[src/rtl/rgb_sram_reader_pkg.sv]
// Shared types and constants for the RGB frame reader.
// Frame geometry, SRAM base address and the reader state encoding.
package rgb_sram_reader_pkg;

    typedef enum logic [2:0] {
        S_IDLE,
        S_ISSUE0,
        S_ISSUE1,
        S_ISSUE2,
        S_HOLD,
        S_DRAIN
    } state_t;

    localparam logic [17:0] RGB_BASE_DEFAULT   = 18'd146944;
    localparam int unsigned NUM_PIXELS_DEFAULT = 76800;
    localparam int unsigned WORDS_PER_FRAME    = 115200;
    localparam int unsigned FIFO_DEPTH_DEFAULT = 8;

    typedef struct packed {
        logic       last;
        logic [7:0] r;
        logic [7:0] g;
        logic [7:0] b;
    } pixel_t;

    // Which word of a 3-word pixel pair an issue state fetches.
    function automatic logic [1:0] issue_kind(state_t s);
        logic [1:0] k;
        k = 2'd0;
        if (s == S_ISSUE1) k = 2'd1;
        if (s == S_ISSUE2) k = 2'd2;
        return k;
    endfunction

endpackage

[src/rtl/rgb_sram_reader_pixel_fifo.sv]
// Small synchronous FIFO holding unpacked pixels (colour + last flag).
// Head entry is presented straight from the storage registers.
module pixel_fifo #(
    parameter int unsigned FIFO_DEPTH = 8,
    parameter int unsigned WIDTH      = 25,
    localparam int unsigned CW        = $clog2(FIFO_DEPTH) + 1
) (
    input  logic             Clock,
    input  logic             Resetn,
    input  logic             push,
    input  logic [WIDTH-1:0] push_data,
    input  logic             pop,
    output logic [WIDTH-1:0] pop_data,
    output logic [CW-1:0]    count
);

    localparam int unsigned AW = $clog2(FIFO_DEPTH);

    logic [WIDTH-1:0] mem [FIFO_DEPTH];
    logic [AW-1:0]    wr_ptr;
    logic [AW-1:0]    rd_ptr;

    assign pop_data = mem[rd_ptr];

    always_ff @(posedge Clock or negedge Resetn) begin
        if (!Resetn) begin
            wr_ptr <= '0;
            rd_ptr <= '0;
            count  <= '0;
            for (int i = 0; i < int'(FIFO_DEPTH); i++) mem[i] <= '0;
        end else begin
            if (push) begin
                mem[wr_ptr] <= push_data;
                wr_ptr      <= wr_ptr + 1'b1;
            end
            if (pop) rd_ptr <= rd_ptr + 1'b1;
            count <= count + CW'(push) - CW'(pop);
        end
    end

endmodule

[src/rtl/rgb_sram_reader.sv]
// Reads the interleaved RGB frame back from SRAM and streams it as
// 24-bit pixels in raster order over a valid/ready interface.
module rgb_sram_reader
    import rgb_sram_reader_pkg::*;
#(
    parameter logic [17:0] RGB_BASE   = RGB_BASE_DEFAULT,
    parameter int unsigned NUM_PIXELS = NUM_PIXELS_DEFAULT,
    parameter int unsigned FIFO_DEPTH = FIFO_DEPTH_DEFAULT
) (
    input  logic        Clock,
    input  logic        Resetn,
    input  logic        Start,
    output logic [17:0] SRAM_address,
    input  logic [15:0] SRAM_read_data,
    output logic [15:0] SRAM_write_data,
    output logic        SRAM_we_n,
    output logic        pixel_valid,
    input  logic        pixel_ready,
    output logic [7:0]  pixel_R,
    output logic [7:0]  pixel_G,
    output logic [7:0]  pixel_B,
    output logic        pixel_last,
    output logic        busy,
    output logic        frame_done
);

    localparam int unsigned WORDS = NUM_PIXELS * 3 / 2;
    localparam int unsigned WC_W  = $clog2(WORDS + 1);
    localparam int unsigned PC_W  = $clog2(NUM_PIXELS + 1);
    localparam int unsigned CW    = $clog2(FIFO_DEPTH) + 1;

    state_t          state, state_nx;
    logic [WC_W-1:0] word_count;
    logic [PC_W-1:0] push_count;
    logic [CW-1:0]   fifo_count;
    logic [CW-1:0]   in_flight;
    logic            p1_v, p2_v;
    logic [1:0]      p1_k, p2_k;
    logic [7:0]      r0, g0, r1;
    logic            push, pop, issue;
    logic            credit, words_left, drain_done;
    pixel_t          push_px, pop_px;

    assign SRAM_write_data = 16'd0;
    assign SRAM_we_n       = 1'b1;
    assign busy            = (state != S_IDLE);

    // Reserve room for the pair about to be fetched before fetching it.
    assign credit = (int'(fifo_count) + int'(in_flight))
                    <= (int'(FIFO_DEPTH) - 2);
    assign words_left = (word_count != WC_W'(WORDS));
    assign drain_done = (fifo_count == '0) && (in_flight == '0);

    always_comb begin
        state_nx = state;
        unique case (state)
            S_IDLE:   if (Start) state_nx = credit ? S_ISSUE0 : S_HOLD;
            S_ISSUE0: state_nx = S_ISSUE1;
            S_ISSUE1: state_nx = S_ISSUE2;
            S_ISSUE2: begin
                if (!words_left) state_nx = S_DRAIN;
                else if (credit) state_nx = S_ISSUE0;
                else             state_nx = S_HOLD;
            end
            S_HOLD:   if (credit) state_nx = S_ISSUE0;
            S_DRAIN:  if (drain_done) state_nx = S_IDLE;
            default:  state_nx = S_IDLE;
        endcase
    end

    assign issue = (state_nx == S_ISSUE0) || (state_nx == S_ISSUE1)
                || (state_nx == S_ISSUE2);

    always_comb begin
        push    = p2_v && (p2_k != 2'd0);
        push_px = '0;
        push_px.last = (push_count == PC_W'(NUM_PIXELS - 1));
        if (p2_k == 2'd1) begin
            push_px.r = r0;
            push_px.g = g0;
            push_px.b = SRAM_read_data[15:8];
        end else begin
            push_px.r = r1;
            push_px.g = SRAM_read_data[15:8];
            push_px.b = SRAM_read_data[7:0];
        end
    end

    always_ff @(posedge Clock or negedge Resetn) begin
        if (!Resetn) begin
            state        <= S_IDLE;
            SRAM_address <= '0;
            word_count   <= '0;
            push_count   <= '0;
            in_flight    <= '0;
            p1_v         <= 1'b0;
            p2_v         <= 1'b0;
            p1_k         <= 2'd0;
            p2_k         <= 2'd0;
            r0           <= '0;
            g0           <= '0;
            r1           <= '0;
            frame_done   <= 1'b0;
        end else begin
            state <= state_nx;
            if (issue) begin
                SRAM_address <= RGB_BASE + 18'(word_count);
                word_count   <= word_count + 1'b1;
            end else if (state == S_DRAIN && drain_done) begin
                word_count <= '0;
            end
            p1_v <= (issue_kind(state) != 2'd0) || (state == S_ISSUE0);
            p1_k <= issue_kind(state);
            p2_v <= p1_v;
            p2_k <= p1_k;
            if (p2_v && p2_k == 2'd0) begin
                r0 <= SRAM_read_data[15:8];
                g0 <= SRAM_read_data[7:0];
            end
            if (p2_v && p2_k == 2'd1) r1 <= SRAM_read_data[7:0];
            in_flight <= in_flight
                       + ((state == S_ISSUE0) ? CW'(2) : CW'(0))
                       - CW'(push);
            if (state == S_DRAIN && drain_done) push_count <= '0;
            else if (push)                      push_count <= push_count + 1'b1;
            frame_done <= (state == S_DRAIN) && drain_done;
        end
    end

    assign pixel_valid = (fifo_count != '0);
    assign pop         = pixel_valid && pixel_ready;
    assign pixel_last  = pop_px.last;
    assign pixel_R     = pop_px.r;
    assign pixel_G     = pop_px.g;
    assign pixel_B     = pop_px.b;

    pixel_fifo #(
        .FIFO_DEPTH (FIFO_DEPTH),
        .WIDTH      ($bits(pixel_t))
    ) u_fifo (
        .Clock     (Clock),
        .Resetn    (Resetn),
        .push      (push),
        .push_data (push_px),
        .pop       (pop),
        .pop_data  (pop_px),
        .count     (fifo_count)
    );

endmodule

[config.mk]
export PLATFORM = sky130hd
export DESIGN_NAME = rgb_sram_reader
export DESIGN_NICKNAME = d
export VERILOG_FILES = /design/src/rtl/rgb_sram_reader_pkg.sv /design/src/rtl/rgb_sram_reader_pixel_fifo.sv /design/src/rtl/rgb_sram_reader.sv
export SDC_FILE = /design/constraint.sdc
export NUM_CORES = 1
export LEC_CHECK = 0
export BUFFER_PORTS_ARGS = -buffer_cell sky130_fd_sc_hd__buf_2
export CAP_MARGIN = 10
export CORE_MARGIN = 3
export CORE_UTILIZATION = 26
export DETAILED_ROUTE_END_ITERATION = 7
export GPL_TIMING_DRIVEN = 1
export PLACE_DENSITY = 0.39
export SLEW_MARGIN = 15
export SYNTH_ARGS = -nofsm -noshare
export SYNTH_HDL_FRONTEND = slang
export SYNTH_SLANG_ARGS = --single-unit
[constraint.sdc]
create_clock -name Clock -period 2.95 [get_ports Clock]
set_input_delay 0.4425 -clock Clock [delete_from_list [all_inputs] [get_ports Clock]]
set_output_delay 0.4425 -clock Clock [all_outputs]
set_load 0.02 [all_outputs]
Yosys cells after proc, flatten, opt, wreduce, memory -nomap -nowiden
Index checks and enable logic that the tools add are counted.
{ "totals": {"inputBits": 20, "reg_bits": 300, "out_inout_bits": 63, "word_cells": 91} }
{ "classes": {"eq_ne": 11, "addsub": 10, "muxes": 20, "n_bitwise": 2, "reduce_logical": 20, "magnitude_cmp": 4} }
{ "ops": {"columns": ["op", "n"], "rows": [
  ["200-bit bitwise mux", 1],
  ["25-bit binary-select mux with 3-bit select", 1],
  ["25-bit demux with 3-bit select", 1],
  ["25-bit 2-to-1 mux", 3],
  ["17-bit 2-to-1 mux", 4],
  ["17-bit by 1-bit adder with 17-bit output (second input constant)", 2],
  ["24-bit 2-to-1 mux", 1],
  ["18-bit by 17-bit adder with 18-bit output (first input constant)", 1],
  ["3-bit one-hot mux with 6 select lines", 1],
  ["17-bit == test (second input constant)", 1],
  ["17-bit inequality test (second input constant)", 1],
  ["3-bit 2-to-1 mux", 5],
  ["3-bit by 2-bit == test with 1-bit output (second input constant)", 4],
  ["4-bit greater-or-equal comparator (second input constant)", 2],
  ["4-bit logical NOT", 2],
  ["3-bit NOT with 4-bit output", 2],
  ["2-bit nonzero test", 4],
  ["4-bit by 1-bit subtractor with 4-bit output", 2],
  ["1-bit logical AND", 7],
  ["3-bit by 1-bit adder with 3-bit output (second input constant)", 2],
  ["3-bit by 1-bit == test with 1-bit output (second input constant)", 2],
  ["3-bit == test (second input constant)", 2],
  ["4-bit by 4-bit adder with 5-bit output", 1],
  ["5-bit by 3-bit less-or-equal comparator with 1-bit output (second input constant)", 1],
  ["11 further kinds", 14]
]} }

Longest topological paths before layout
{ "depth": {"ltp_word": 9, "mapped_depth": 11, "mapped_depth_nobuf": 11} }

Modules after synthesis
A second synthesis with hierarchy kept.
{ "unflattened": {"cells_unflattened": 1003, "area_unflattened_um2": 14326.2} }
{ "by_module_without_submodules": {"columns": ["module", "instances", "area_each_um2", "seq_area_each_um2", "cells_each"], "rows": [
  ["pixel_fifo", 1, 9510.4, 5255.0, 557],
  ["rgb_sram_reader", 1, 4815.9, 2252.2, 446]
]} }

Worst setup path after synthesis
OpenSTA, ideal clock, no wires.
{ "synth_timing": {"path_kind": "register to register", "start": "register u_fifo.count[1]", "end": "register word_count[2]", "required_time_ps": 2824, "path_buffers": 0, "period_less_slack_ps": 2532, "stages_incl_launch_ff": 9, "slack_ps": 418, "arrival_time_ps": 2406, "setup_time_ps": 126, "path_cell_list": "dfrtp_1 -> inv_1 -> fa_1 -> xnor2_1 -> a311o_1 -> nor3b_4 -> o22ai_2 -> o21bai_4 -> a221o_1"} }
{ "synth_between": {"elab_chain_len": 9, "word_cells_on_any_way": 18, "classes_between": "1 x add/sub; 1 x order compare; 3 x eq/ne; 7 x mux; 6 x reduce/logical"} }
{ "synth_lines": {"columns": ["item", "line", "text"], "rows": [
  ["from (decl)", "rgb_sram_reader_pixel_fifo.sv:14", "output logic [CW-1:0] count"],
  ["from (signal assigned)", "rgb_sram_reader_pixel_fifo.sv:37", "count <= count + CW'(push) - CW'(pop);"],
  ["4-bit by 4-bit adder with 5-bit output", "rgb_sram_reader.sv:49", "assign credit = (int'(fifo_count) + int'(in_flight))"],
  ["5-bit by 3-bit less-or-equal comparator with 1-bit output", "rgb_sram_reader.sv:50", "<= (int'(FIFO_DEPTH) - 2);"],
  ["3-bit 2-to-1 mux", "rgb_sram_reader.sv:57, rgb_sram_reader.sv:62", null],
  ["3-bit 2-to-1 mux, on equally long branches", "rgb_sram_reader.sv:61, rgb_sram_reader.sv:57", null],
  ["3-bit one-hot mux with 6 select lines", "rgb_sram_reader.sv:56", "unique case (state)"],
  ["3-bit by 1-bit == test with 1-bit output / 3-bit by 2-bit == test with 1-bit output (equally long branches)", "rgb_sram_reader.sv:71", "assign issue = (state_nx == S_ISSUE0) || (state_nx == S_ISSUE1)"],
  ["1-bit logical OR", "rgb_sram_reader.sv:71", null],
  ["1-bit logical OR", "rgb_sram_reader.sv:72", "|| (state_nx == S_ISSUE2);"],
  ["17-bit 2-to-1 mux / 2-bit nonzero test (equally long branches)", null, null],
  ["to (signal assigned)", "rgb_sram_reader.sv:108", "word_count <= word_count + 1'b1;"],
  ["to (decl)", "rgb_sram_reader.sv:33", "logic [WC_W-1:0] word_count;"]
]} }
Several ways; a longest one is shown, not always the timed one.
A chain may end at the register's enable or synchronous reset.

Final worst setup path
{ "layout_timing": {"start": "register u_fifo.rd_ptr[0]", "end": "output port pixel_G[1]"} }
{ "layout_between": {"elab_chain_len": 4} }
{ "layout_lines": {"columns": ["item", "line", "text"], "rows": [
  ["from (decl)", "rgb_sram_reader_pixel_fifo.sv:21", "logic [AW-1:0] rd_ptr;"],
  ["from (signal assigned)", "rgb_sram_reader_pixel_fifo.sv:36", "if (pop) rd_ptr <= rd_ptr + 1'b1;"],
  ["3-bit NOT with 4-bit output (not written as such)", "rgb_sram_reader_pixel_fifo.sv:23", "assign pop_data = mem[rd_ptr];"],
  ["25-bit binary-select mux with 3-bit select", "rgb_sram_reader_pixel_fifo.sv:23", null],
  ["25-bit 2-to-1 mux (not written as such) (2 in series)", "rgb_sram_reader_pixel_fifo.sv:23", null],
  ["to (decl)", "rgb_sram_reader.sv:20", "output logic [7:0] pixel_G,"]
]} }
Every way passes these cells. The select of a mux whose other input is x is not followed.

==> results.md <==
Die:
- The floorplan has 83 rows.
- For this configuration, the core starts out at a cell density of 26.6%.
- The area enclosed by the die boundary is 55,700 sq um.
- From left edge to right edge, the die measures 236 um.
- The y dimension of the die is 236 um.
- The area of the core is 51,800 sq um.
- Pin placement for this block handled 83 I/O pins.

Cells and area:
- For this run, the post-layout net count is 1,352.
- The area overhead of the layout relative to synthesis is 20.6%.
- Once layout is complete, the utilization of the core stands at 32.0%.
- The ratio of cells with drive above 1 in the final layout is 24.7%.

Yosys:
- For this run, the leading register cell type out of synthesis is sky130_fd_sc_hd__dfrtp_1.
- By area, the combinational part of the netlist is dominated by multiplexers.
- Of the total synthesized cell area, the portion taken by XOR and XNOR cells is 1.78%.
- The number of enable-type register cells in the synthesized netlist is 0.
- The number of cells produced by synthesis is 1,218.
- The share of the synthesized area in compound gates (AO/OA/AOI/OAI) is 10.4%.
- After synthesis, the share of cell area in mux cells is 15.5%.
- The share of flip-flops with an asynchronous set or reset is 100%.
- The count of unique library cells instantiated by Yosys is 57.
- The area fraction in and, or, nand and nor cells after synthesis is 11.3%.
- Summing the areas of all fa, ha and maj instances in the mapped netlist gives 2.25% of the synthesized area.
- In this run, synthesis produced a sequential element count of 300.
- The cell area that synthesis handed to floorplanning was 13,800 sq um.
- The count of synthesis-stage warnings from yosys is 0.
- Each instance of the synthesized netlist takes up on average 11.3 sq um.
- The share of synthesized area occupied by flip-flops and latches is 54.6%.

Route:
- The count of TritonRoute iterations in the first routing pass is 4.
- The first routing iteration left 475 violations.
- The aggregate routed wire length is 36,600 um.
- The ratio of routed vias to standard cells is 4.55.
- Dividing the detail-routed wire length by the instance count gives 18.1 um.
- The number of nets with antenna violations after detailed routing is 0.
- In the routed design, unresolved DRC markers number 0.
- The via count is 9,191.

GRT:
- Global routing finished with a remaining overflow of 0.
- The wire length of the first global-routing pass is 58,000 um.
- The via count of the first global-routing pass is 9,426.
- Global routing consumed, on the met2 layer, 20.4% of the routing resources.
- The global routing met3 resource utilization is 3.38%.
- The number of antenna violations at the first check in global routing is 8.
- The total global routing track utilization is 13.3%.
- The largest net degree at the start of global routing is 99.
- The global routing stage identified its most utilized layer as met2.
- The global-route track usage on met1 is 19.0%.

Clocking:
- In this run the deepest clock path goes through 3 buffers.
- The clock network latency to the later pin of the worst-skew pair is 540 ps.
- The TritonCTS buffer count is 38.
- The CTS tree is built.
- The cell at the root of the clock tree is sky130_fd_sc_hd__clkbuf_16.
- Clock-pin slew was measured on the worst setup and hold paths at 60 ps.
- The H-tree depth reported by CTS is 2.
- The clock net in this run drives a total of 300 sinks.

Pwr:
- The overall power is 19.7 mW.
- The cell leakage power is 7.20 nW.
- In this run the power spent charging and discharging nets is 7.19 mW.
- The clock network burns 25.2% of the power.
- The switching power share of the total is 36.4%.
- Sequential cells burn 34.4% of the power.
- The internal power is 12.5 mW.
- The total power divided by cell area is 1190 nW/um^2.
- The combinational cell fraction of total power is 40.4%.
- The worst vdd rail ir drop is 0.438 mV.

Timing:
- At the pin with the least slew margin, the transition time is 898 ps.
- The number of setup violations in the final report is 0.
- The worst setup slack after layout is 172 ps.
- The worst hold slack across all endpoints is 167 ps.
- The minimum period implied by the final worst setup slack is 2780 ps.
- The portion of the clock cycle consumed by the worst path in the final layout is 94.2%.
- Clock skew on the completed layout was measured at 19.0 ps.
- The number of hold violations in the final report is 0.
- The number of slew-limit violations in the final report is 0.
- In this run the tightest slew margin relative to its limit is 40.1%.
- The maximum clock frequency is 360 MHz.
- Setup repair after global routing left no endpoint under its margin.
- Adding up every negative setup slack in the final design gives 0 ps.

Critical path:
- The worst register-to-register path has a setup slack of 230 ps.
- The endpoint arrival time on the critical path is 2340 ps.
- Of all nets on the critical path, the largest fanout is 13.
- The required time of the critical path is 2510 ps.
- Walking the worst path, the cells encountered are buf_12 > mux4_2 > mux2_2 > buf_2.
- The worst setup path is of the reg2out kind.
- The largest single stage delay on the critical path is 580 ps.
- The critical register-to-register path startpoint is in_flight[0].
- The sort of element at the end of the critical path is an output port.
- For the worst flop-to-flop path, the logic depth is 9.
- The master of the slowest instance on the critical path is sky130_fd_sc_hd__dfrtp_4.
- The launch point of the worst path is u_fifo.rd_ptr[0].
- STA classifies the critical path startpoint as a flip-flop.
- The endpoint of the most critical register-to-register path is word_count[2].

Min path:
- In this run the most critical hold path is launched from SRAM_read_data[15].
- The path with the worst hold slack has its endpoint at r0[7].
- The worst hold path belongs to the class in2reg.
- The instance count along the most critical hold path is 2.

Placement:
- The detailed placer's ending HPWL is 23,000 um.
- Prior to clock tree synthesis, the placed netlist has a worst setup slack of 225 ps.
- The number of buffer cells added on primary ports is 65.
- At the end of routability-driven placement, the weighted congestion stood at 0.723.

Job:
- The number of max-capacitance violations reported is 0.

Run status:
- The run finished with clean final reports.
[power groups by stage]
stage | registers, mW | clock network [mW] | logic, mW
floorplan | 6.54 | 0 | 5.66
global placement | 6.91 | 0 | 7.89
detailed placement | 6.94 | 0 | 7.95
CTS | 6.84 | 5.14 | 8.08
global route | 7.03 | 5.31 | 8.90
finish | 6.79 | 4.96 | 7.98
[Yosys cell counts (3+ instances only)]
| cell type | count | area share (%) |
|---|---|---|
| sky130_fd_sc_hd__dfrtp_1 | 300 | 55 |
| sky130_fd_sc_hd__nand2_1 | 141 | 3.8 |
| sky130_fd_sc_hd__nor2_1 | 125 | 3.4 |
| sky130_fd_sc_hd__o21ai_0 | 114 | 4.1 |
| sky130_fd_sc_hd__a21oi_1 | 102 | 3.7 |
| sky130_fd_sc_hd__mux2_2 | 60 | 4.9 |
| sky130_fd_sc_hd__clkbuf_1 | 54 | 1.5 |
| sky130_fd_sc_hd__mux4_2 | 50 | 8.2 |
| sky130_fd_sc_hd__inv_1 | 28 | 0.76 |
| sky130_fd_sc_hd__mux2i_1 | 25 | 1.8 |
| sky130_fd_sc_hd__buf_2 | 20 | 0.73 |
| sky130_fd_sc_hd__ha_1 | 20 | 1.8 |
| sky130_fd_sc_hd__nand3_1 | 19 | 0.69 |
| sky130_fd_sc_hd__buf_4 | 18 | 0.98 |
| sky130_fd_sc_hd__xor2_1 | 15 | 0.95 |
| sky130_fd_sc_hd__xnor2_1 | 13 | 0.83 |
| sky130_fd_sc_hd__a21o_1 | 10 | 0.55 |
| sky130_fd_sc_hd__nand4_1 | 10 | 0.45 |
| sky130_fd_sc_hd__and3_1 | 8 | 0.36 |
| sky130_fd_sc_hd__nor4_1 | 8 | 0.36 |
| sky130_fd_sc_hd__nor3b_1 | 7 | 0.38 |
| sky130_fd_sc_hd__mux2_4 | 5 | 0.55 |
| sky130_fd_sc_hd__nor3_1 | 5 | 0.18 |
| sky130_fd_sc_hd__o41ai_2 | 5 | 0.59 |
| sky130_fd_sc_hd__a211o_1 | 4 | 0.25 |
| sky130_fd_sc_hd__nor2b_1 | 4 | 0.18 |
| sky130_fd_sc_hd__nor4b_1 | 4 | 0.25 |
| sky130_fd_sc_hd__fa_1 | 3 | 0.44 |
| sky130_fd_sc_hd__nand4b_1 | 3 | 0.19 |
| sky130_fd_sc_hd__o22a_1 | 3 | 0.19 |
| sky130_fd_sc_hd__or3_1 | 3 | 0.14 |
[cells by family after synthesis]
kind of cell | after synthesis
buffers and inverters | 123
adder cells (fa/ha/maj) | 23
flip-flops | 300
XOR/XNOR | 28
multiplexers | 140
other | 2
AND/OR/NAND/NOR | 351
AO/OA/AOI/OAI | 251
[routing by layer]
layer	vias to the layer above	part of all wire, %
met3	48	4.4
met5	-	0.13
met4	8	1.5
met2	114	45
met1	4593	49
li1	4428	-
[layout make-up]
cell class | instances | area, sq um
inverters | 28 | 105
repair buffers | 131 | 1000
multi-input cells | 810 | 5780
flip-flops and latches | 300 | 7510
diodes | 3 | 7.51
clock inverters | 14 | 235
clock buffers | 52 | 1090
fillers | 5230 | 35200
well taps | 680 | 851
[per-stage QoR]
step,cells,area [sq um]
2_1_floorplan,1233,13800
3_5_place_dp,1941,15200
4_1_cts,2009,16500
3_3_place_gp,1941,15200
5_1_grt,2017,16600
6_report,2018,16600
[sequential cells by signal, summed over array words and instances (netlist names), 2 cells and up]
name and cells:
SRAM_address 18, g0 8, in_flight 4, p1_k 2
p2_k 2, push_count 17, r0 8, r1 8
state 3, u_fifo.count 4, u_fifo.mem 200, u_fifo.rd_ptr 3
u_fifo.wr_ptr 3, word_count 17
[cells in the final DEF (no fill, tap or decap), types with 28 or more instances in the layout]
cell type / instances
sky130_fd_sc_hd__inv_1: 28
sky130_fd_sc_hd__nor2_1: 125
sky130_fd_sc_hd__o21ai_0: 114
sky130_fd_sc_hd__a21oi_1: 102
sky130_fd_sc_hd__buf_2: 64
sky130_fd_sc_hd__clkbuf_16: 38
sky130_fd_sc_hd__dfrtp_1: 298
sky130_fd_sc_hd__mux4_2: 50
sky130_fd_sc_hd__mux2_2: 60
sky130_fd_sc_hd__buf_4: 52
sky130_fd_sc_hd__nand2_1: 141
[how the worst max path moves through the flow]
stage | end | slack [ps] | depth (start not counted)
after floorplan | word_count[2] | 420 | 8
after global placement | word_count[2] | 230 | 9
after detailed placement | word_count[2] | 230 | 9
after CTS | pixel_R[6] | 4 | 4
after global routing | word_count[2] | 60 | 9
final | pixel_G[1] | 170 | 4
[worst max-delay path, delay by kind of cell (launching register included)]
kind                   cells  cell delay, ps
buffers and inverters      2             380
DFF                        1             580
muxes                      2             840
[what timing repair did]
action / in CTS / in global routing
buffers inserted: 1 / 6
endpoints found under the setup margin: 17 / 17
gates resized for setup: 0 / 0
hold endpoints to repair: 8 / 0
hold buffers: 1 / 0
(Power assumes the default switching activity.)
